===== src/rtl/fifo_drain_pkg.sv =====
// fifo_drain_pkg: shared occupancy-state type and statistics width for fifo_drain
package fifo_drain_pkg;
  typedef enum logic [1:0] {EMPTY, ONE, TWO} drain_state_t;
  localparam int STATS_W = 32;
endpackage


===== src/rtl/burst_beat_cnt.sv =====
// burst_beat_cnt: beat position within a burst, 0..BURST-1, wrapping on inc
// Ports: clk, reset (sync, active-high), clr (sync clear), inc (advance), cnt (position), at_last (cnt==BURST-1)
module burst_beat_cnt #(
  parameter int BURST = 4,
  localparam int CW = BURST > 1 ? $clog2(BURST) : 1
) (
  input  logic          clk,
  input  logic          reset,
  input  logic          clr,
  input  logic          inc,
  output logic [CW-1:0] cnt,
  output logic          at_last
);
  assign at_last = cnt == CW'(BURST - 1);
  always_ff @(posedge clk)
    if (reset || clr) cnt <= '0;
    else if (inc) cnt <= at_last ? '0 : cnt + 1'b1;
endmodule


===== src/rtl/fifo_drain.sv =====
// fifo_drain: pops a sync FIFO into a 2-entry skid buffer and presents words as a valid/ready stream in BURST-beat bursts
// Ports: clk, reset (sync, active-high); fifo_empty_i/fifo_data_i/fifo_pop_o to the FIFO head;
// flush_i discards buffered words and burst position; out_valid_o/out_data_o/out_last_o/out_ready_i stream.
// Macro FIFO_DRAIN_STATS_EN adds words_sent_o, a wrapping count of accepted beats.
module fifo_drain
  import fifo_drain_pkg::*;
#(
  parameter int DATA_W = 16,
  parameter int BURST  = 4
) (
  input  logic               clk,
  input  logic               reset,
  input  logic               fifo_empty_i,
  input  logic [DATA_W-1:0]  fifo_data_i,
  output logic               fifo_pop_o,
  input  logic               flush_i,
  output logic               out_valid_o,
  output logic [DATA_W-1:0]  out_data_o,
  output logic               out_last_o,
`ifdef FIFO_DRAIN_STATS_EN
  output logic [STATS_W-1:0] words_sent_o,
`endif
  input  logic               out_ready_i
);
  localparam int CW = BURST > 1 ? $clog2(BURST) : 1;
  drain_state_t state, state_n;
  logic [DATA_W-1:0] skid;
  logic [CW-1:0] cnt;
  logic pop, fire, at_last, load_out, load_skid;
  // Pop never looks at out_ready_i so the FIFO is isolated from downstream backpressure.
  assign pop = !fifo_empty_i && !flush_i && state != TWO && !reset;
  assign fifo_pop_o = pop;
  assign out_valid_o = state != EMPTY;
  assign fire = out_valid_o && out_ready_i;
  assign out_last_o = out_valid_o && at_last;
  assign load_out = !flush_i && ((state == EMPTY && pop) || (state == ONE && pop && fire) || (state == TWO && fire));
  assign load_skid = !flush_i && state == ONE && pop && !fire;
  always_comb
    state_n = flush_i ? EMPTY :
              state == EMPTY ? (pop ? ONE : EMPTY) :
              state == ONE ? (pop && !fire ? TWO : !pop && fire ? EMPTY : ONE) :
              (fire ? ONE : TWO);
  always_ff @(posedge clk)
    if (reset) begin
      state <= EMPTY;
      out_data_o <= '0;
      skid <= '0;
    end else begin
      state <= state_n;
      if (load_out) out_data_o <= state == TWO ? skid : fifo_data_i;
      if (load_skid) skid <= fifo_data_i;
    end
  burst_beat_cnt #(.BURST(BURST)) u_beat (
    .clk(clk), .reset(reset), .clr(flush_i), .inc(fire), .cnt(cnt), .at_last(at_last)
  );
  a_last_decode: assert property (@(posedge clk) at_last == (cnt == CW'(BURST - 1)));
`ifdef FIFO_DRAIN_STATS_EN
  always_ff @(posedge clk)
    if (reset) words_sent_o <= '0;
    else if (fire) words_sent_o <= words_sent_o + 1'b1;
`endif
endmodule


===== config.mk =====
export PLATFORM = sky130hd
export DESIGN_NAME = fifo_drain
export DESIGN_NICKNAME = d
export VERILOG_FILES = /design/src/rtl/fifo_drain_pkg.sv /design/src/rtl/burst_beat_cnt.sv /design/src/rtl/fifo_drain.sv
export SDC_FILE = /design/constraint.sdc
export NUM_CORES = 1
export LEC_CHECK = 0
export ABC_AREA = 0
export CAP_MARGIN = 20
export CORE_MARGIN = 1
export CORE_UTILIZATION = 45
export CTS_CLUSTER_SIZE = 28
export DETAILED_ROUTE_END_ITERATION = 10
export PLACE_DENSITY = 0.76
export SLEW_MARGIN = 20
export SYNTH_ARGS = -nofsm -noshare
export SYNTH_HDL_FRONTEND = slang
export SYNTH_SLANG_ARGS = --single-unit
export TNS_END_PERCENT = 100

===== constraint.sdc =====
create_clock -name clk -period 1.8 [get_ports clk]
set_input_delay 0.36 -clock clk [delete_from_list [all_inputs] [get_ports clk]]
set_output_delay 0.36 -clock clk [all_outputs]
set_load 0.005 [all_outputs]

======== Word level (Yosys, flattened, before mapping) ========
Index checks and enable logic that the tools add are counted.
word-level totals
  register bits after elaboration ......... 36
  input port bits ......................... 21
  logic and storage cells ................. 43
cells by class
  add/sub/neg operators ................... 1
  equality and inequality tests ........... 4
  muxes and demuxes ....................... 8
  reductions and logical operators ........ 26
operator list
  cell                 count
  $mux 16              1
  $logic_and 1x1->1    15
  $mux 2               5
  $logic_not 1->1      5
  $eq 2x2->1 const B   2
  $logic_or 1x1->1     3
  $add 2x1->2 const B  1
  $eq 2x1->1 const B   1
  $logic_not 2->1      1
  $mux 1               2
  $ne 2x2->1 const B   1
  $reduce_bool 2->1    1
  $reduce_or 2->1      1

======== Depth between registers and ports, before layout ========
  depth after elaboration ................. 10
  gate-level depth with buffers ........... 10
  gate-level depth less buffers ........... 7

======== Cells and area by module ========
Synthesis repeated with hierarchy kept, for this count alone.
second synthesis, totals
  cell total of the unflattened synthesis .. 181
  area total of the unflattened synthesis .. 1880.6 um^2
by module, submodules not included
  module          times used  cells each  area each (um^2)  sequential area each (um^2)
  fifo_drain      1           173         1785.5            680.7
  burst_beat_cnt  1           8           95.1              40.0

======== Worst setup path before layout ========
No wires, ideal clock.
  kind .................................... input to register
  start point ............................. input port reset
  end point ............................... register state[1]
  library setup time ...................... 65 ps
  arrival ................................. 1766 ps
  slack ................................... -31 ps
  cell stages on the path ................. 9
  path buffers ............................ 2
  cells stage by stage .................... clkbuf_1 -> nor2_2 -> clkbuf_1 -> nand2_1 -> nor2_1 -> ha_1 -> nand2_1 -> mux2_2 -> nor2_1
on the way
  longest elaborated chain between the ends .. 6
  elaborated cells on any way between the ends .. 7
  classes of those cells .................. 3 x mux; 4 x reduce/logical
RTL lines
  element                 line              source
  start: declaration      fifo_drain.sv:12  input logic reset,
  $logic_not 1->1         fifo_drain.sv:31  assign pop = !fifo_empty_i && !flush_i && state != TWO && !reset;
  $logic_and 1x1->1       fifo_drain.sv:31
  net fifo_pop_o          fifo_drain.sv:15  output logic fifo_pop_o,
  $logic_and 1x1->1       fifo_drain.sv:41  state == ONE ? (pop && !fire ? TWO : !pop && fire ? EMPTY : ONE) :
  $mux 2 (2 in series)    fifo_drain.sv:41
  $mux 2                  fifo_drain.sv:40  state == EMPTY ? (pop ? ONE : EMPTY) :
  end signal: assignment  fifo_drain.sv:49  state <= state_n;
  end: declaration        fifo_drain.sv:26  drain_state_t state, state_n;
The timed path passes the listed nets, and every way through them passes these cells.
A chain may end at the register's enable or synchronous reset.

======== Final worst setup path ========
  start point ............................. input port out_ready_i
  end point ............................... register skid[4]
on the way
  longest elaborated chain between the ends .. 3
RTL lines
  element                 line              source
  start: declaration      fifo_drain.sv:23  input logic out_ready_i
  $logic_and 1x1->1       fifo_drain.sv:34  assign fire = out_valid_o && out_ready_i;
  $logic_not 1->1         fifo_drain.sv:37  assign load_skid = !flush_i && state == ONE && pop && !fire;
  $logic_and 1x1->1       fifo_drain.sv:37
  end signal: assignment  fifo_drain.sv:51  if (load_skid) skid <= fifo_data_i;
  end: declaration        fifo_drain.sv:27  logic [DATA_W-1:0] skid;
Every way passes these cells.

==> out/results.tsv <==
stage	metric	value	unit
logic_synthesis	ys_top_cells_by_count	dfxtp_1 (36), a21oi_1 (18), mux2i_1 (17), a311oi_1 (16), nand3_1 (16)	
worst_setup_path	arrival	1.86	ns
detailed_routing	remaining_drc_errors	0	
die	start_util	0.477	
worst_setup_path	critPathKind	primary input to register	
clocking	cts_buffers	5	
die	die_area	4200	µm²
pwr	pwr-share-comb	0.148	
cells_and_area	nNetsFinal	245	
grt	grt_pass1_vias	1500	
sta	post-route-min-period	1.71	ns
clocking	cts_tree	done	
clocking	cts_buffer_depth	2	
sta	hold_ws	0.476	ns
detailed_routing	drt_first_pass_iters	4	
cells_and_area	fillCellCount	317	
run_status	status	finished, final reports clean	
pwr	clkPwrFrac	0.358	
logic_synthesis	synth-seq-cells	36	
clocking	clkTransAtPathRegs	0.06	ns
logic_synthesis	syn_nets	204	
sta	clock_skew	0.00928	ns
grt	track_usage	0.224	
clocking	h-tree-depth	2	
pwr	seqPwrFrac	0.494	
hold_path	holdPathStages	2	
pwr	vdd_drop_max	0.412	mV
detailed_routing	drtAntennaViolNets	0	
worst_setup_path	slowest_stage	or4b_4	
detailed_routing	avgRoutedWirePerCell	15.3	µm
grt	grt_max_degree	34	
pwr	internal-power	1.29	mW
grt	grt_pass1_wl	7.18	mm
worst_setup_path	crit_required	1.95	ns
die	dieHeight	64.8	µm
worst_setup_path	reg2reg_depth	8	
worst_setup_path	crit_family	simple AND/OR/NAND/NOR gates	
logic_synthesis	ys_seq_area_frac	0.406	
flow_run	max_cap_violations	0	
clocking	hold_buffers	0	
pwr	sw_frac_of_total	0.231	
sta	worstMarginPinSlew	0.362	ns
detailed_routing	routed_via_density	5.73	
grt	overflow	0	
sta	rsz0062_at_grt	false	
clocking	numClockSinks	36	
logic_synthesis	ys.flop_type	dfxtp_1	
detailed_routing	num_vias	1546	
placement	gp_congestion	0.815	
grt	grt_antenna_before_repair	0	
logic_synthesis	synth_most_common_cell	dfxtp_1	
logic_synthesis	synth_area_per_cell	9.80	µm²
worst_setup_path	cp.buffers_inverters	1	
logic_synthesis	synth_top_area_frac	0.406	
placement	place_hpwl	2.77	mm
detailed_routing	drt_iter0_markers	120	
pwr	powerDensity	713	nW/µm²
sta	fmax	585	MHz
logic_synthesis	yosys_warnings	0	
logic_synthesis	async_reset_ff_frac	0	
worst_setup_path	path_cells	clkdlybuf4s50_1 > or4b_4 > o21ai_0 > a21oi_1	
cells_and_area	drive_gt1_frac	0.198	
die	num_rows	22	
worst_setup_path	critPathMaxStageDelay	0.68	ns
logic_synthesis	synth_edf_count	0	
pwr	leakage	0.929	nW
cells_and_area	syn_to_final_growth	32.9	%
pwr	switchingPower	0.388	mW
clocking	insertion_delay	0.29	ns
detailed_routing	routed_wl	4.12	mm
sta	final_hold_viol_count	0	
placement	io_buffers	39	
die	die_x	64.8	µm
die	io_pins	40	
placement	post-place-ws	-0.247	ns
sta	slew_violations	0	
sta	max-slew-margin-rel	0.757	
clocking	cts_root_buffer	clkbuf_8	
worst_setup_path	worstSetupEndpointType	register	
die	coreArea	3720	µm²
sta	fin_ws	0.0905	ns
logic_synthesis	yosysTopAreaCell	dfxtp_1	
worst_setup_path	cp-start-kind	primary input	
logic_synthesis	syn_inst	181	
logic_synthesis	synth.area.top_cells	dfxtp_1 (41%), mux2i_1 (9.6%), a311oi_1 (7.9%), a211oi_2 (7.1%), a21oi_1 (5.1%)	
hold_path	worstHoldPathType	register to register	
worst_setup_path	path_max_fanout	16	
sta	finalSetupViolCount	0	
logic_synthesis	synth.distinct_cells	27	
worst_setup_path	cp.depth	4	
cells_and_area	antennaDiodeCount	0	
sta	fin_crit_sh	0.950	
logic_synthesis	syn_area	1770	µm²
## power by group through the flow
stage | combinational, mW | clock, mW | sequential (mW)
after detailed placement | 0.247 | 0 | 0.849
after floorplan | 0.115 | 0 | 0.850
after global routing | 0.269 | 0.662 | 0.833
after CTS | 0.249 | 0.615 | 0.831
after global placement | 0.241 | 0 | 0.848
final | 0.248 | 0.601 | 0.831
## cell families after synthesis
family                   count (synthesis)  share of synthesized area
flip-flops                              36                      0.406
AO/OA/AOI/OAI                           69                      0.288
AND/OR/NAND/NOR                         36                      0.122
multiplexers                            18                      0.102
adder cells (fa/ha/maj)                  2                     0.0141
buffers and inverters                   20                     0.0677
## sequential cells by signal (all words and copies together), names as in the netlist
signal and cells:
out_data_o 16, skid 16, state 2, u_beat.cnt 2
## worst paths after layout
| kind | startpoint | endpoint | slack (ns) |
|---|---|---|---|
| max | out_ready_i | skid[4] | 0.09 |
| min | u_beat.cnt[0] | u_beat.cnt[0] | 0.48 |
| max reg2reg | state[0] | state[0] | 0.34 |
| min reg2reg | u_beat.cnt[0] | u_beat.cnt[0] | 0.48 |
## worst reg2reg max path, delay by kind of cell, from the launching register on
kind	cells	cell delay (ns)
AO/OA/AOI/OAI	2	0.29
adder cells (fa/ha/maj)	1	0.26
buffers and inverters	1	0.13
flip-flops	1	0.37
AND/OR/NAND/NOR	4	0.35
## metal layers
metal / wire (µm) / GRT usage / vias up
met5: 0 / 0 / -
met1: 1870 / 0.311 / 731
met3: 189 / 0.0616 / 3
met4: 21 / 0.0694 / 0
li1: - / - / 773
met2: 2040 / 0.335 / 39
## metrics by stage
step	instance area, µm²	total power [mW]	utilization	instances	TNS, ns
final	2360	1.68	0.634	270	0
after CTS	2350	1.70	0.634	270	0
after global placement	2250	1.09	0.607	263	-4.01
after global routing	2360	1.76	0.634	270	0
after detailed placement	2250	1.10	0.607	263	-5.19
after floorplan	1780	0.964	-	181	0
## placed cells by master, fill, tap and decap left out
cell,count
clkdlybuf4s50_1,35
dfxtp_1,34
a21oi_1,18
mux2i_1,17
a311oi_1,16
nand3_1,16
buf_4,12
a211oi_2,10
o21ai_1,10
o21ai_0,7
clkbuf_8,7
a211oi_1,6
nand2_1,5
or2_2,3
nor2_2,3
dlygate4sd2_1,3
buf_12,3
nand2b_1,2
nor2_1,2
ha_1,2
and2_1,1
and4bb_1,1
a31o_4,1
nor4b_4,1
or4b_4,1
or3_1,1
mux2_2,1
a21o_1,1
dlymetal6s2s_1,1
dfxtp_4,1
dfxtp_2,1
## area by class of cell
class	count	area, µm²	share of cell area
well taps	48	60.1	0.0255
flip-flops and latches	36	726	0.308
multi-input cells	125	936	0.397
repair buffers	54	539	0.229
clock buffers	7	96.3	0.0409
## repair_timing
| item | CTS | global route |
|---|---|---|
| setup buffers | 0 | 0 |
| gates resized for setup | 7 | 1 |
| endpoints found under the setup margin | 2 | 1 |
Power figures use the tool's default switching activity.
==> RTL change (same flow settings) <==
`BURST` is set to 4 in 2 places; all go to 8.
--- a/src/rtl/burst_beat_cnt.sv
+++ b/src/rtl/burst_beat_cnt.sv
@@ -1,7 +1,7 @@
 // burst_beat_cnt: beat position within a burst, 0..BURST-1, wrapping on inc
 // Ports: clk, reset (sync, active-high), clr (sync clear), inc (advance), cnt (position), at_last (cnt==BURST-1)
 module burst_beat_cnt #(
-  parameter int BURST = 4,
+  parameter int BURST = 8,
   localparam int CW = BURST > 1 ? $clog2(BURST) : 1
 ) (
   input  logic          clk,
--- a/src/rtl/fifo_drain.sv
+++ b/src/rtl/fifo_drain.sv
@@ -6,7 +6,7 @@
   import fifo_drain_pkg::*;
 #(
   parameter int DATA_W = 16,
-  parameter int BURST  = 4
+  parameter int BURST  = 8
 ) (
   input  logic               clk,
   input  logic               reset,
Formal check against the unedited RTL: not equivalent (Yosys sat finds a counterexample within 10 cycles, from zero or initial values and one cycle with reset high).
==> RTL change against the original RTL <==
Cell area increased by 4.3%. Count of clock-buffer cells in the layout is the same. Wire length rose by 13%. Largest power group unchanged. Worst setup slack lost 0.030 ns. Sequential power increased by 2.8%. Sequential cell count up 1. Synthesized area grew 3.3%. Power rose by 3.7%.
==> RTL change: results <==
{
  "status": "complete, no violations",
  "r2r_end": "skid[15]$_SDFFE_PP0P_",
  "dpl_worst_slack_ns": -0.211,
  "hpwl_um": 3190,
  "antenna_cells": 0,
  "crit_family": "buffers and inverters",
  "ys_async_sr_fraction_pct": 0,
  "yosys_warnings": 0,
  "clk_latency_ns": 0.28,
  "cts_setup_buffers": 0,
  "reg2reg_from": "state[0]$_SDFF_PP0_",
  "cts_root_buf": "clkbuf_8",
  "grt_max_degree": 21,
  "synth.distinct_cells": 28,
  "nNetsFinal": 258,
  "reg.largest.list": "out_data_o x16, skid x16, u_beat.cnt x3",
  "avgSynthCellArea_um2": 9.91,
  "ys_top_cells_by_count": "37 x dfxtp_1, 18 x a21oi_1, 18 x mux2i_1",
  "r2r_slack_ns": 0.16,
  "gp_congestion": 0.781,
  "peakVddDrop_v": 0.000502,
  "drive_gt1_share_pct": 22.1,
  "setup.worst_path.end": "out_valid_o",
  "fill_cells": 288,
  "crit_fanout": 7,
  "max_stage_delay_ns": 0.45,
  "grt_antenna_before_repair": 0,
  "max_freq_mhz": 575,
  "first_pass_iters": 4,
  "routed_via_density": 5.89,
  "ctsHtreeMaxLevel": 2,
  "cts_buffers": 5,
  "min_path_type": "flip-flop to flip-flop",
  "clk_pin_slew_ns": 0.07,
  "drt_iter0_markers": 143,
  "grtUsageTotal_pct": 23.8,
  "ff2ff_path_depth": 4,
  "grt_pass1_vias": 1697,
  "wl_per_cell_um": 16.5,
  "p_leak_nw": 0.972,
  "yosysTopAreaCell": "dfxtp_1",
  "cp.arrival_ns": 1.38,
  "seq_area_frac_synth_pct": 40.4,
  "grt_pass1_wl_um": 7730,
  "mappedNetlistNets": 209,
  "slew_headroom_pct": 74.7,
  "worstSetupStartpoint": "state[1]$_SDFF_PP0_",
  "clock-skew-final_ns": 0.00441,
  "cts_buffer_depth": 2,
  "ys_top_cells_by_area": "dfxtp_1 40%, mux2i_1 9.8%, a311oi_1 7.6%, a211oi_2 6.8%, a21oi_1 4.9%",
  "slowest_stage": "clkdlybuf4s50_1",
  "io_buffers": 39
}
==> RTL change: logic make-up (layout without fill, tap and decap cells) <==
logic type	Yosys count	count (layout)	share of synthesized area, %
muxes	18	18	9.83
DFF	37	37	40.4
and+or+nand+nor	37	37	12.3
AOI/OAI and AO/OA	69	69	27.8
adders and majority gates	3	3	2.05
buffers and inverters	21	71	7.58
==> RTL change: metrics by stage <==
step / instances / instance area [um2] / setup TNS, ns / util (%) / power, mW
global placement: 275 / 2350 / -3.20 / 62.3 / 1.13
CTS: 283 / 2450 / 0 / 64.9 / 1.75
detailed placement: 275 / 2350 / -4.68 / 62.3 / 1.13
finish: 283 / 2460 / 0 / 65.2 / 1.74
floorplan: 185 / 1840 / 0 / - / 0.992
global route: 283 / 2460 / 0 / 65.2 / 1.81
==> RTL change: repair_timing <==
action | CTS | global route
pin swaps | 0 | 0
gates resized for setup | 3 | 3
gates cloned | 0 | 0
endpoints found under the setup margin | 2 | 3
==> RTL change: final cells by class <==
cell class | count | area [um2] | area share, %
clock buffers | 7 | 96.3 | 3.92
clock inverters | 1 | 5.00 | 0.204
inverters | 1 | 3.75 | 0.153
multi-input cells | 127 | 965 | 39.2
flip-flops and latches | 37 | 743 | 30.2
well taps | 48 | 60.1 | 2.44
repair buffers | 62 | 586 | 23.8
==> RTL change: worst reg2reg max path: cells and delay by family (launching register included) <==
kind | cells | cell delay, ns
AO/OA/AOI/OAI | 2 | 0.37
buffers and inverters | 1 | 0.16
flip-flops | 1 | 0.41
AND/OR/NAND/NOR | 1 | 0.59
==> RTL change: routing by layer <==
layer  part of all wire, %  GRT usage [%]
met1                    43           25.4
met2                    50           44.4
met3                   5.7           4.66
met4                  0.94           10.3
met5                     0              0
==> RTL change: worst min path at each step <==
stage                                     from                         end  slack, ns  cells after the start
global route        u_beat.cnt[0]$_SDFFE_PP0P_  u_beat.cnt[0]$_SDFFE_PP0P_       0.49                      2
CTS                 u_beat.cnt[0]$_SDFFE_PP0P_  u_beat.cnt[0]$_SDFFE_PP0P_       0.47                      2
detailed placement        skid[1]$_SDFFE_PP0P_        skid[1]$_SDFFE_PP0P_       0.47                      2
finish              u_beat.cnt[0]$_SDFFE_PP0P_  u_beat.cnt[0]$_SDFFE_PP0P_       0.46                      2
global placement    u_beat.cnt[0]$_SDFFE_PP0P_  u_beat.cnt[0]$_SDFFE_PP0P_       0.45                      2
floorplan           u_beat.cnt[0]$_SDFFE_PP0P_  u_beat.cnt[0]$_SDFFE_PP0P_       0.45                      2
==> RTL change: power by group <==
group          leakage (nW)  internal (mW)  switching, mW
Sequential            0.301          0.841         0.0135
Combinational         0.616          0.143          0.122
Clock                0.0542          0.346          0.278
